File: config.mk
export PLATFORM = sky130hd
export DESIGN_NAME = jumpstate_counter_flat
export DESIGN_NICKNAME = d
export VERILOG_FILES = /design/src/rtl/jumpstate_counter_if.sv /design/src/rtl/jumpstate_counter.sv /design/src/flat_wrapper.sv
export SDC_FILE = /design/constraint.sdc
export NUM_CORES = 1
export LEC_CHECK = 0
export BUFFER_PORTS_ARGS = -buffer_cell sky130_fd_sc_hd__buf_2
export CAP_MARGIN = 20
export CORE_ASPECT_RATIO = 0.5
export CORE_MARGIN = 3
export CORE_UTILIZATION = 35
export DETAILED_ROUTE_END_ITERATION = 10
export PLACE_DENSITY = 0.67
export SYNTH_ARGS = -nofsm -noshare
export SYNTH_HDL_FRONTEND = slang
export SYNTH_SLANG_ARGS = --single-unit
File: constraint.sdc
create_clock -name Clk -period 1.3 [get_ports Clk]
set_input_delay 0.325 -clock Clk [delete_from_list [all_inputs] [get_ports Clk]]
set_output_delay 0.325 -clock Clk [all_outputs]
set_load 0.1 [all_outputs]
File: src/rtl/jumpstate_counter_if.sv
// rtl/jumpstate_counter_if.sv - keyboard/physics control bundle for the game-flow controller
interface jumpstate_counter_if #(
  parameter int CNT_WIDTH = 16
);
  logic [7:0]           Keycode;
  logic                 refresh_en;
  logic                 cnt_enable;
  logic                 cnt_clr;
  logic [2:0]           outstate;
  logic                 loadplat;
  logic [CNT_WIDTH-1:0] count;

  modport master (
    output Keycode, refresh_en, cnt_enable, cnt_clr,
    input  outstate, loadplat, count
  );

  modport slave (
    input  Keycode, refresh_en, cnt_enable, cnt_clr,
    output outstate, loadplat, count
  );
endinterface

File: src/rtl/jumpstate_counter.sv
// rtl/jumpstate_counter.sv - Moore game-flow FSM (idle/play/pause/scroll) plus free-running up-counter
module jumpstate_counter #(
  parameter int CNT_WIDTH = 16
) (
  input  logic               Clk,
  input  logic               Reset,
  jumpstate_counter_if.slave bus
);

  localparam logic [7:0] KEY_ENTER = 8'h28;
  localparam logic [7:0] KEY_P     = 8'h13;
  localparam logic [7:0] KEY_ESC   = 8'h29;

  typedef enum logic [2:0] {
    IDLE     = 3'b000,
    PLAY     = 3'b001,
    PAUSE    = 3'b010,
    DISPLACE = 3'b011,
    LOAD     = 3'b100
  } state_e;

  state_e               state_q, state_d;
  logic                 loadplat_q, loadplat_d;
  logic [CNT_WIDTH-1:0] count_q, count_d;

  always_ff @(posedge Clk or posedge Reset) begin
    if (Reset) begin
      state_q    <= IDLE;
      loadplat_q <= 1'b0;
    end else begin
      state_q    <= state_d;
      loadplat_q <= loadplat_d;
    end
  end

  always_comb begin
    state_d = state_q;
    if (bus.Keycode == KEY_ESC) begin
      state_d = IDLE;
    end else begin
      case (state_q)
        IDLE:     if (bus.Keycode == KEY_ENTER) state_d = PLAY;
        PLAY: begin
          if (bus.Keycode == KEY_P)  state_d = PAUSE;
          else if (bus.refresh_en)   state_d = DISPLACE;
        end
        PAUSE:    if (bus.Keycode == KEY_ENTER) state_d = PLAY;
        DISPLACE: state_d = LOAD;
        LOAD:     state_d = PLAY;
        default:  state_d = IDLE;
      endcase
    end
    // loadplat is registered alongside the state so it is a clean pulse for the platform generator
    loadplat_d = (state_d == LOAD);
  end

  always_ff @(posedge Clk or posedge Reset) begin
    if (Reset) begin
      count_q <= '0;
    end else begin
      count_q <= count_d;
    end
  end

  always_comb begin
    count_d = count_q;
    if (bus.cnt_clr) begin
      count_d = '0;
    end else if (bus.cnt_enable) begin
      count_d = count_q + CNT_WIDTH'(1);
    end
  end

  assign bus.outstate = state_q;
  assign bus.loadplat = loadplat_q;
  assign bus.count    = count_q;

endmodule

File: src/flat_wrapper.sv
// flat-port wrapper written by rule: the top's interface ports become plain ports
module jumpstate_counter_flat 
#(
  parameter int CNT_WIDTH = 16
)
  (Clk, Reset, bus_Keycode, bus_refresh_en, bus_cnt_enable, bus_cnt_clr, bus_outstate, bus_loadplat, bus_count);
  jumpstate_counter_if #(.CNT_WIDTH(CNT_WIDTH)) bus_i ();
  input  logic Clk;
  input  logic Reset;
  input wire logic [$bits(bus_i.Keycode)-1:0] bus_Keycode;
  input wire logic [$bits(bus_i.refresh_en)-1:0] bus_refresh_en;
  input wire logic [$bits(bus_i.cnt_enable)-1:0] bus_cnt_enable;
  input wire logic [$bits(bus_i.cnt_clr)-1:0] bus_cnt_clr;
  output wire logic [$bits(bus_i.outstate)-1:0] bus_outstate;
  output wire logic [$bits(bus_i.loadplat)-1:0] bus_loadplat;
  output wire logic [$bits(bus_i.count)-1:0] bus_count;
  assign bus_i.Keycode = bus_Keycode;
  assign bus_i.refresh_en = bus_refresh_en;
  assign bus_i.cnt_enable = bus_cnt_enable;
  assign bus_i.cnt_clr = bus_cnt_clr;
  assign bus_outstate = bus_i.outstate;
  assign bus_loadplat = bus_i.loadplat;
  assign bus_count = bus_i.count;
  jumpstate_counter #(.CNT_WIDTH(CNT_WIDTH)) u_core (.Clk(Clk), .Reset(Reset), .bus(bus_i));
endmodule
Yosys cells after proc, flatten, opt, wreduce, memory -nomap -nowiden. Cells that the tools add are included.

Flip-flop bits (word level): 20. Input bits: 13. Output and inout port bits: 20. Logic and storage cells: 22.

Add/sub/neg operators: 1. Equality and inequality tests: 8. Muxes and demuxes: 7. Reductions and logical operators: 3.

Operators with widths (count): 2-to-1 mux 16 bit (2); adder 16 x 1 -> 16 bit (second input constant) (1); equality test 8 x 6 -> 1 bit (second input constant) (2); 2-to-1 mux 3 bit (4); case mux 3 bit (4 select lines) (1); equality test 8 x 5 -> 1 bit (second input constant) (1); equality test 3 x 2 -> 1 bit (second input constant) (2); equality test 3 bit (second input constant) (2); equality test 3 x 1 -> 1 bit (second input constant) (1); zero test 3 bit (1); nonzero test 2 bit (1); OR reduction 2 bit (1).

Depth between registers and ports, before layout. Gate-level depths: netlist (run 1).

Depth after elaboration: 5. Mapped depth: 5. Mapped depth without buffers: 5.

Worst setup path after synthesis (run 1). No wires, ideal clock.

Kind: register to register. Start: register u_core.count_q[3] (netlist: u_core.bus.count[3]). End: register u_core.count_q[13] (netlist: u_core.bus.count[13]). Setup time: 0.128 ns. Data arrival time: 2.092 ns. Required time: 1.172 ns. Path slack: -0.920 ns. Stages on the path, launching flop included: 5. Path buffers: 0. Clock period less this slack: 2.220 ns. Path through: dfrtp_1 o211ai_1 nor4_4 nand3_1 mux2_1.

Cells in the longest elaborated chain, start to end: 3.

RTL lines: start, declared (RTL line jumpstate_counter.sv:24) `logic [CNT_WIDTH-1:0] count_q, count_d;`; start signal, assigned (RTL line jumpstate_counter.sv:61) `count_q <= count_d;`; adder 16 x 1 -> 16 bit (RTL line jumpstate_counter.sv:70) `count_d = count_q + CNT_WIDTH'(1);`; 2-to-1 mux 16 bit (RTL line jumpstate_counter.sv:69) `end else if (bus.cnt_enable) begin`; 2-to-1 mux 16 bit (RTL line jumpstate_counter.sv:67) `if (bus.cnt_clr) begin`.

No other way between the ends. The select of a mux whose other input is x is not followed. A chain may end at the register's enable or synchronous reset.

Worst setup path after layout (run 1).
Start: register u_core.count_q[3] (netlist: u_core.bus.count[3]). End: register u_core.count_q[15] (netlist: u_core.bus.count[15]).

The elaborated chain is that of the path after synthesis.

==> results.py, run 1 <==
metrics = {
    "clock_tree": {
        "ctsHtreeMaxLevel": 1,
        "cts_max_path_buffers": 2,
        "cts_sinks": 20,
        "cts_buffers": 3,
        "cts_hold_buf": 0,
        "cts.clk_slew.worst_paths_ns": 0.07,
        "cts_tree": "built",
        "clk_latency_ns": 0.27,
        "root_buffer": "clkbuf_8",
    },
    "logic_synthesis": {
        "synth-seq-cells": 20,
        "synthFlopType": "dfrtp_1",
        "yosysUniqueCellTypes": 33,
        "netlist_area_sq_mm": 0.00104,
        "synthDominantCellAreaShare_pct": 48.2,
        "syn_avg_cell_area_sq_um": 10.3,
        "synth_edf_count": 0,
        "synth_area_leaders": "dfrtp_1, xnor2_1, nor2_1",
        "synth-async-reset-ratio_pct": 100,
        "yosysSeqAreaShare_pct": 48.2,
        "yosys.area.top_type": "dfrtp_1",
        "ys.warnings.count": 0,
        "syn-num-nets": 115,
        "syn_inst": 101,
    },
    "power_and_ir_drop": {
        "powerDensity_mw_per_mm2": 897,
        "leakagePower_nw": 0.950,
        "p_total_mw": 1.91,
        "ir_worst_vdd_uv": 1350,
    },
    "timing": {
        "tightest_slew_ns": 0.376,
        "fin_crit_sh_pct": 116,
        "skew_ns": 0.00103,
        "timing.final.ws_setup_ns": -0.209,
        "relSlewSlack_pct": 74.8,
        "hold_violations": 0,
        "slew_violations": 0,
        "min_period_ns": 1.51,
        "rsz0062_at_grt": "yes",
        "setup_violations": 22,
        "timing.fmax_mhz": 663,
        "hold_slack_ns": 0.0724,
        "timing.setup.tns_ns": -2.17,
    },
    "placed_design": {
        "dp_hpwl_microns": 1950,
        "place_ws_ns": -0.179,
        "dp.cells": 194,
        "placed_area_sq_mm": 0.00184,
        "io_buffers": 32,
        "gp_congestion": 0.778,
    },
    "route": {
        "drc": 0,
        "postRouteAntennaNets": 0,
        "routed_wl_microns": 3500,
        "post_drt_wl_per_cell_microns": 16.6,
        "first_pass_iters": 4,
        "detailroute.via_count": 1095,
        "drt_iter0_drc": 50,
        "viasPerCell": 5.19,
    },
    "worst_setup_path": {
        "cpLargestDelayFamily": "flip-flops",
        "critPathKind": "reg -> reg",
        "cp_num_buf_inv": 0,
        "endpoint_kind": "flop",
        "path_max_fanout": 3,
        "cp_slowest_cell": "dfrtp_4",
        "ff2ff_path_depth": 4,
        "cp-start-kind": "flop",
        "cpPeakStageDelay_ns": 0.45,
        "path_cells": "o211ai_1 -> nor4_4 -> nand3_1 -> mux2_1",
        "required_ns": 1.45,
        "cp.depth": 4,
        "arrival_ns": 1.66,
    },
    "cells_and_area": {
        "fin_nets": 189,
        "stdcell_count": 211,
        "layout-drive-gt1-share_pct": 64.4,
        "utilization_pct": 78.7,
        "final_area_sq_mm": 0.00213,
        "n_antenna_cell": 0,
        "area_growth_pct": 105,
        "final_cell_mix": "buf_4, buf_12, buf_6, nor2_1, dfrtp_4",
        "final_common_cell": "buf_4",
    },
    "hold_path": {
        "hp-class": "in -> async",
    },
    "global_routing": {
        "overflow": 0,
        "grt_pass1_wl_microns": 5090,
        "grtUsageTotal_pct": 17.5,
        "grt_pass1_vias": 1115,
        "antenna_found_initial": 0,
        "grt_max_degree": 21,
    },
    "floorplanning": {
        "die_x_microns": 83.0,
        "core-area_sq_mm": 0.00270,
        "die-area_sq_mm": 0.00370,
        "ioPinCount": 33,
        "rows": 13,
        "initial_core_util_pct": 38.5,
        "fp.dieH_microns": 44.5,
    },
    "flow_run": {
        "drv_cap": 0,
    },
    "status": {
        "status": "finished, violations left",
        "violations": "setup timing",
    },
}
worst paths after layout:
check                                                  from                          endpoint  slack [ns]
setup reg to reg            u_core.bus.count[3]$_DFFE_PP0P_  u_core.bus.count[15]$_DFFE_PP0P_       -0.21
hold / removal                                        Reset     u_core.bus.loadplat$_DFF_PP0_        0.07
max in group asynchronous                             Reset   u_core.bus.count[8]$_DFFE_PP0P_        0.99
hold reg to reg            u_core.bus.outstate[1]$_DFF_PP0_  u_core.bus.outstate[0]$_DFF_PP0_        0.58
min in group Clk                             bus_Keycode[0]  u_core.bus.outstate[0]$_DFF_PP0_        0.37
setup / recovery            u_core.bus.count[3]$_DFFE_PP0P_  u_core.bus.count[15]$_DFFE_PP0P_       -0.21
sequential cells by signal, indices dropped and copies added (netlist names):
name,cells
u_core.bus.count,16
u_core.bus.outstate,3
u_core.bus.loadplat,1
metal layers:
metal / vias up / GRT usage [%] / routed length, microns
met3: 8 / 5.02 / 270
met2: 50 / 30.6 / 1720
met4: 0 / 8.47 / 71
met5: - / 0 / 0
met1: 534 / 20.6 / 1430
li1: 503 / - / -
kinds of logic after synthesis:
family | share of synthesized area (%)
simple gates | 28.4
flops | 48.2
compound gates | 7.35
xor+xnor | 8.43
buf+inv | 2.29
mux | 4.10
fa+ha+maj | 1.20
worst reg2reg max path, delay by kind of cell, from the launching register on:
kind | cells | cell delay (ns)
muxes | 1 | 0.32
AOI/OAI and AO/OA | 1 | 0.18
DFF | 1 | 0.45
and+or+nand+nor | 2 | 0.45
cell usage after synthesis (3+ instances only):
cell	instances
a21oi_1	4
dfrtp_1	20
inv_1	3
nand2_1	4
nand3_1	3
nand4_1	4
nor2_1	15
nor3_1	5
nor4bb_1	3
xnor2_1	7
xor2_1	3
final cells by class:
class | instances | area, sq um
multi-input cells | 75 | 639
inverters | 3 | 11.3
clock buffers | 4 | 55.1
fillers | 146 | 574
flip-flops and latches | 20 | 557
repair buffers | 72 | 817
well taps | 37 | 46.3
where the power goes:
| part | internal [mW] | switching (mW) | total, mW |
|---|---|---|---|
| sequential | 0.685 | 0.0777 | 0.762 |
| clock | 0.270 | 0.215 | 0.486 |
| combinational | 0.262 | 0.396 | 0.658 |
timing repair:
| action | in CTS | in global routing |
|---|---|---|
| endpoints found under the setup margin | 19 | 26 |
| buffers inserted | 11 | 6 |
| gates resized for setup | 17 | 15 |
| pin swaps | 8 | 12 |
Note: power is estimated with default switching activity, not from simulation.
==> inputs of run 2 (changes only) <==
--- a/config.mk
+++ b/config.mk
@@ -7,11 +7,10 @@
 export LEC_CHECK = 0
 export BUFFER_PORTS_ARGS = -buffer_cell sky130_fd_sc_hd__buf_2
 export CAP_MARGIN = 20
-export CORE_ASPECT_RATIO = 0.5
 export CORE_MARGIN = 3
-export CORE_UTILIZATION = 35
+export CORE_UTILIZATION = 44
 export DETAILED_ROUTE_END_ITERATION = 10
-export PLACE_DENSITY = 0.67
+export PLACE_DENSITY = 0.79
 export SYNTH_ARGS = -nofsm -noshare
 export SYNTH_HDL_FRONTEND = slang
 export SYNTH_SLANG_ARGS = --single-unit
==> run 2 against run 1 <==
The run now fails in global routing (5_1_grt). Synthesized cell count unchanged. Synthesized area unchanged.
==> results.py, run 2 <==
metrics = {
    "status": {
        "status": "did not finish",
        "failing_step": "global routing (5_1_grt)",
        "firstError": "[ERROR DPL-0038] Utilization greater than 100%, impossible to legalize",
    },
    "logic_synthesis": {
        "yosys.area.top_type": "dfrtp_1",
        "synth.most_common_cell": "dfrtp_1",
        "synthXorXnorAreaFrac_pct": 8.43,
        "synth_area_leaders": "dfrtp_1, xnor2_1, nor2_1",
        "syn_avg_cell_area_sq_um": 10.3,
        "synth-seq-cells": 20,
        "synth_edf_count": 0,
        "synth_compound_area_share_pct": 7.35,
        "synthFlopType": "dfrtp_1",
        "syn-num-nets": 115,
        "netlist_area_sq_mm": 0.00104,
        "synthMuxAreaShare_pct": 4.10,
        "ys.warnings.count": 0,
        "synth_fa_ha_area_share_pct": 1.20,
        "syn_inst": 101,
        "yosysUniqueCellTypes": 33,
        "synthDominantCellAreaShare_pct": 48.2,
        "synth-simple-area-share_pct": 28.4,
        "ys_top_cells_by_count": "dfrtp_1, nor2_1, xnor2_1",
        "synth-async-reset-ratio_pct": 100,
        "yosysSeqAreaShare_pct": 48.2,
        "synth_top_family_by_area": "simple AND/OR/NAND/NOR gates",
    },
    "clock_tree": {
        "root_buffer": "clkbuf_4",
        "cts_buffers": 3,
        "cts_max_path_buffers": 2,
        "ctsHtreeMaxLevel": 1,
        "cts_hold_buf": 0,
        "cts_sinks": 20,
    },
    "floorplanning": {
        "die_x_microns": 54.6,
        "rows": 16,
        "fp.dieH_microns": 54.6,
        "initial_core_util_pct": 49.4,
        "ioPinCount": 33,
    },
    "placed_design": {
        "io_buffers": 32,
        "dp.cells": 183,
        "gp_congestion": 0.773,
        "dp_hpwl_microns": 2550,
        "place_ws_ns": -0.296,
    },
    "global_routing": {
        "grt_max_degree": 21,
    },
    "timing": {
        "endpoint_type": "sequential cell input",
        "postGrtWorstEndpoint": "u_core.bus.count[14]$_DFFE_PP0P_/D",
    },
}
## run 2: timing repair
item,CTS
endpoints found under the setup margin,25
pin swaps,10
gates cloned,0
resized for setup,16
buffers inserted,13
## run 2: per-stage QoR
stage,hold WS (ns),cell area [sq um]
after CTS,0.0311,2010
after detailed placement,0.375,1820
after floorplan,0.289,1140
after global placement,0.357,1820
## run 2: cells by family after synthesis
logic type / Yosys count
DFF: 20
buffers and inverters: 6
AOI/OAI and AO/OA: 12
muxes: 4
adders and majority gates: 1
xor gates and xnor gates: 10
and+or+nand+nor: 48
==> inputs of run 3 (changes only) <==
--- a/config.mk
+++ b/config.mk
@@ -7,10 +7,10 @@
 export LEC_CHECK = 0
 export BUFFER_PORTS_ARGS = -buffer_cell sky130_fd_sc_hd__buf_2
 export CAP_MARGIN = 20
-export CORE_MARGIN = 3
-export CORE_UTILIZATION = 44
+export CORE_AREA = 3 3 64 66
 export DETAILED_ROUTE_END_ITERATION = 10
-export PLACE_DENSITY = 0.79
+export DIE_AREA = 0 0 67 69
+export PLACE_DENSITY_LB_ADDON = 0.15
 export SYNTH_ARGS = -nofsm -noshare
 export SYNTH_HDL_FRONTEND = slang
 export SYNTH_SLANG_ARGS = --single-unit
==> constraint.sdc (replaced) <==
create_clock -name Clk -period 1.7 [get_ports Clk]
set_input_delay 0.425 -clock Clk [delete_from_list [all_inputs] [get_ports Clk]]
set_output_delay 0.425 -clock Clk [all_outputs]
set_load 0.1 [all_outputs]
==> run 3 against run 2 <==
The run now ends clean.
==> results.py, run 3 (same netlist as run 1, synthesis figures left out) <==
metrics = {
    "route": {
        "first_pass_iters": 4,
        "drt_iter0_drc": 20,
        "detailroute.via_count": 889,
        "postRouteAntennaNets": 0,
        "routed_wl_microns": 2250,
        "post_drt_wl_per_cell_microns": 11.9,
        "drc": 0,
        "viasPerCell": 4.70,
    },
    "cells_and_area": {
        "fin_nets": 156,
        "utilization_pct": 39.2,
        "final_cell_mix": "buf_2, nor2_1, dfrtp_4, xnor2_1, buf_4",
        "fillers": 398,
        "multi_input_area_sq_um": 539,
        "stdcell_count": 189,
        "layout-drive-gt1-share_pct": 45.4,
        "ff_latch_area_sq_um": 546,
        "largest_reg_flops": 16,
        "n_antenna_cell": 0,
        "area_growth_pct": 37.1,
        "final_area_sq_mm": 0.00142,
        "final_common_cell": "buf_2",
    },
    "placed_design": {
        "dp_hpwl_microns": 1770,
        "gp_congestion": 0.786,
        "dp.cells": 185,
        "io_buffers": 32,
        "placed_area_sq_mm": 0.00137,
    },
    "floorplanning": {
        "die_x_microns": 67,
        "initial_core_util_pct": 28.6,
        "core-area_sq_mm": 0.00363,
        "die-area_sq_mm": 0.00462,
        "fp.dieH_microns": 69,
        "ioPinCount": 33,
        "rows": 22,
    },
    "global_routing": {
        "grt_pass1_vias": 885,
        "overflow": 0,
        "grt_max_degree": 21,
        "grtUsageTotal_pct": 10.6,
        "antenna_found_initial": 0,
        "grt_pass1_wl_microns": 3860,
    },
    "worst_setup_path": {
        "endpoint_kind": "output pin",
        "r2r-end": "u_core.bus.count[14]$_DFFE_PP0P_",
        "arrival_ns": 1.17,
        "critPathKind": "reg -> out",
        "cp_num_buf_inv": 1,
        "path_max_fanout": 7,
        "r2r-start": "u_core.bus.count[0]$_DFFE_PP0P_",
        "cp_slowest_cell": "buf_2",
        "cp-start-kind": "flop",
        "cpLargestDelayFamily": "buffers and inverters",
        "r2r_setup_slack_ns": 0.13,
        "cpPeakStageDelay_ns": 0.47,
        "path_cells": "buf_2",
        "required_ns": 1.27,
        "ff2ff_path_depth": 5,
    },
    "clock_tree": {
        "cts.clk_slew.worst_paths_ns": 0.07,
        "cts_hold_buf": 0,
        "root_buffer": "clkbuf_8",
        "cts_resized": 0,
        "ctsHtreeMaxLevel": 1,
        "cts_sinks": 20,
        "cts_max_path_buffers": 2,
        "post-cts-setup-buffers": 0,
        "clk_latency_ns": 0.26,
        "cts_buffers": 3,
        "cts_tree": "built",
    },
    "timing": {
        "skew_ns": 0.00126,
        "slew_violations": 0,
        "relSlewSlack_pct": 67.8,
        "fin_crit_sh_pct": 93.8,
        "hold_slack_ns": 0.179,
        "min_period_ns": 1.60,
        "tightest_slew_ns": 0.487,
        "rsz0062_at_grt": "no",
        "setup_violations": 0,
        "timing.fmax_mhz": 627,
        "hold_violations": 0,
    },
    "flow_run": {
        "drv_cap": 0,
    },
    "power_and_ir_drop": {
        "p_total_mw": 1.28,
        "leakagePower_nw": 0.635,
        "ir_worst_vdd_uv": 786,
        "powerDensity_mw_per_mm2": 902,
    },
    "status": {
        "status": "finished clean",
    },
    "hold_path": {
        "hp-class": "in -> async",
    },
}
## run 3: where the power goes
| group | switching (mW) | internal, mW | total, mW |
|---|---|---|---|
| Clock | 0.156 | 0.206 | 0.362 |
| Combinational | 0.280 | 0.0889 | 0.369 |
| Sequential | 0.0453 | 0.508 | 0.554 |
| Total | 0.481 | 0.804 | 1.28 |
## run 3: routing by layer
layer	vias to the layer above	global-route usage [%]	routed length, microns
met3	5	1.95	108
met2	22	19.5	1180
met1	419	11.3	923
li1	443	-	-
met5	-	0	0
met4	0	4.73	37
## run 3: worst max path at each step
stage	cells past startpoint	start	end	slack (ns)
after floorplan	4	u_core.bus.count[3]$_DFFE_PP0P_	u_core.bus.count[15]$_DFFE_PP0P_	-0.02
after global placement	5	bus_Keycode[2]	u_core.bus.outstate[1]$_DFF_PP0_	0.07
after detailed placement	5	bus_Keycode[2]	u_core.bus.outstate[1]$_DFF_PP0_	0.02
after CTS	1	u_core.bus.count[0]$_DFFE_PP0P_	bus_count[0]	0.09
after global routing	1	u_core.bus.outstate[2]$_DFF_PP0_	bus_outstate[2]	0.03
final	1	u_core.bus.outstate[2]$_DFF_PP0_	bus_outstate[2]	0.10
## run 3: area by class of cell
type	count	share of cell area, %
Tap cell	48	4.22
Sequential cell	20	38.3
Timing Repair Buffer	39	14.9
Clock buffer	4	3.87
Multi-Input combinational cell	75	37.9
Inverter	3	0.791
## run 3: per-stage QoR
| step | TNS (ns) | worst slack [ns] |
|---|---|---|
| 6_report | 0 | 0.105 |
| 5_1_grt | 0 | 0.0337 |
| 4_1_cts | 0 | 0.0945 |
| 3_5_place_dp | 0 | 0.0168 |
| 3_3_place_gp | 0 | 0.0714 |
| 2_1_floorplan | -0.0279 | -0.0224 |
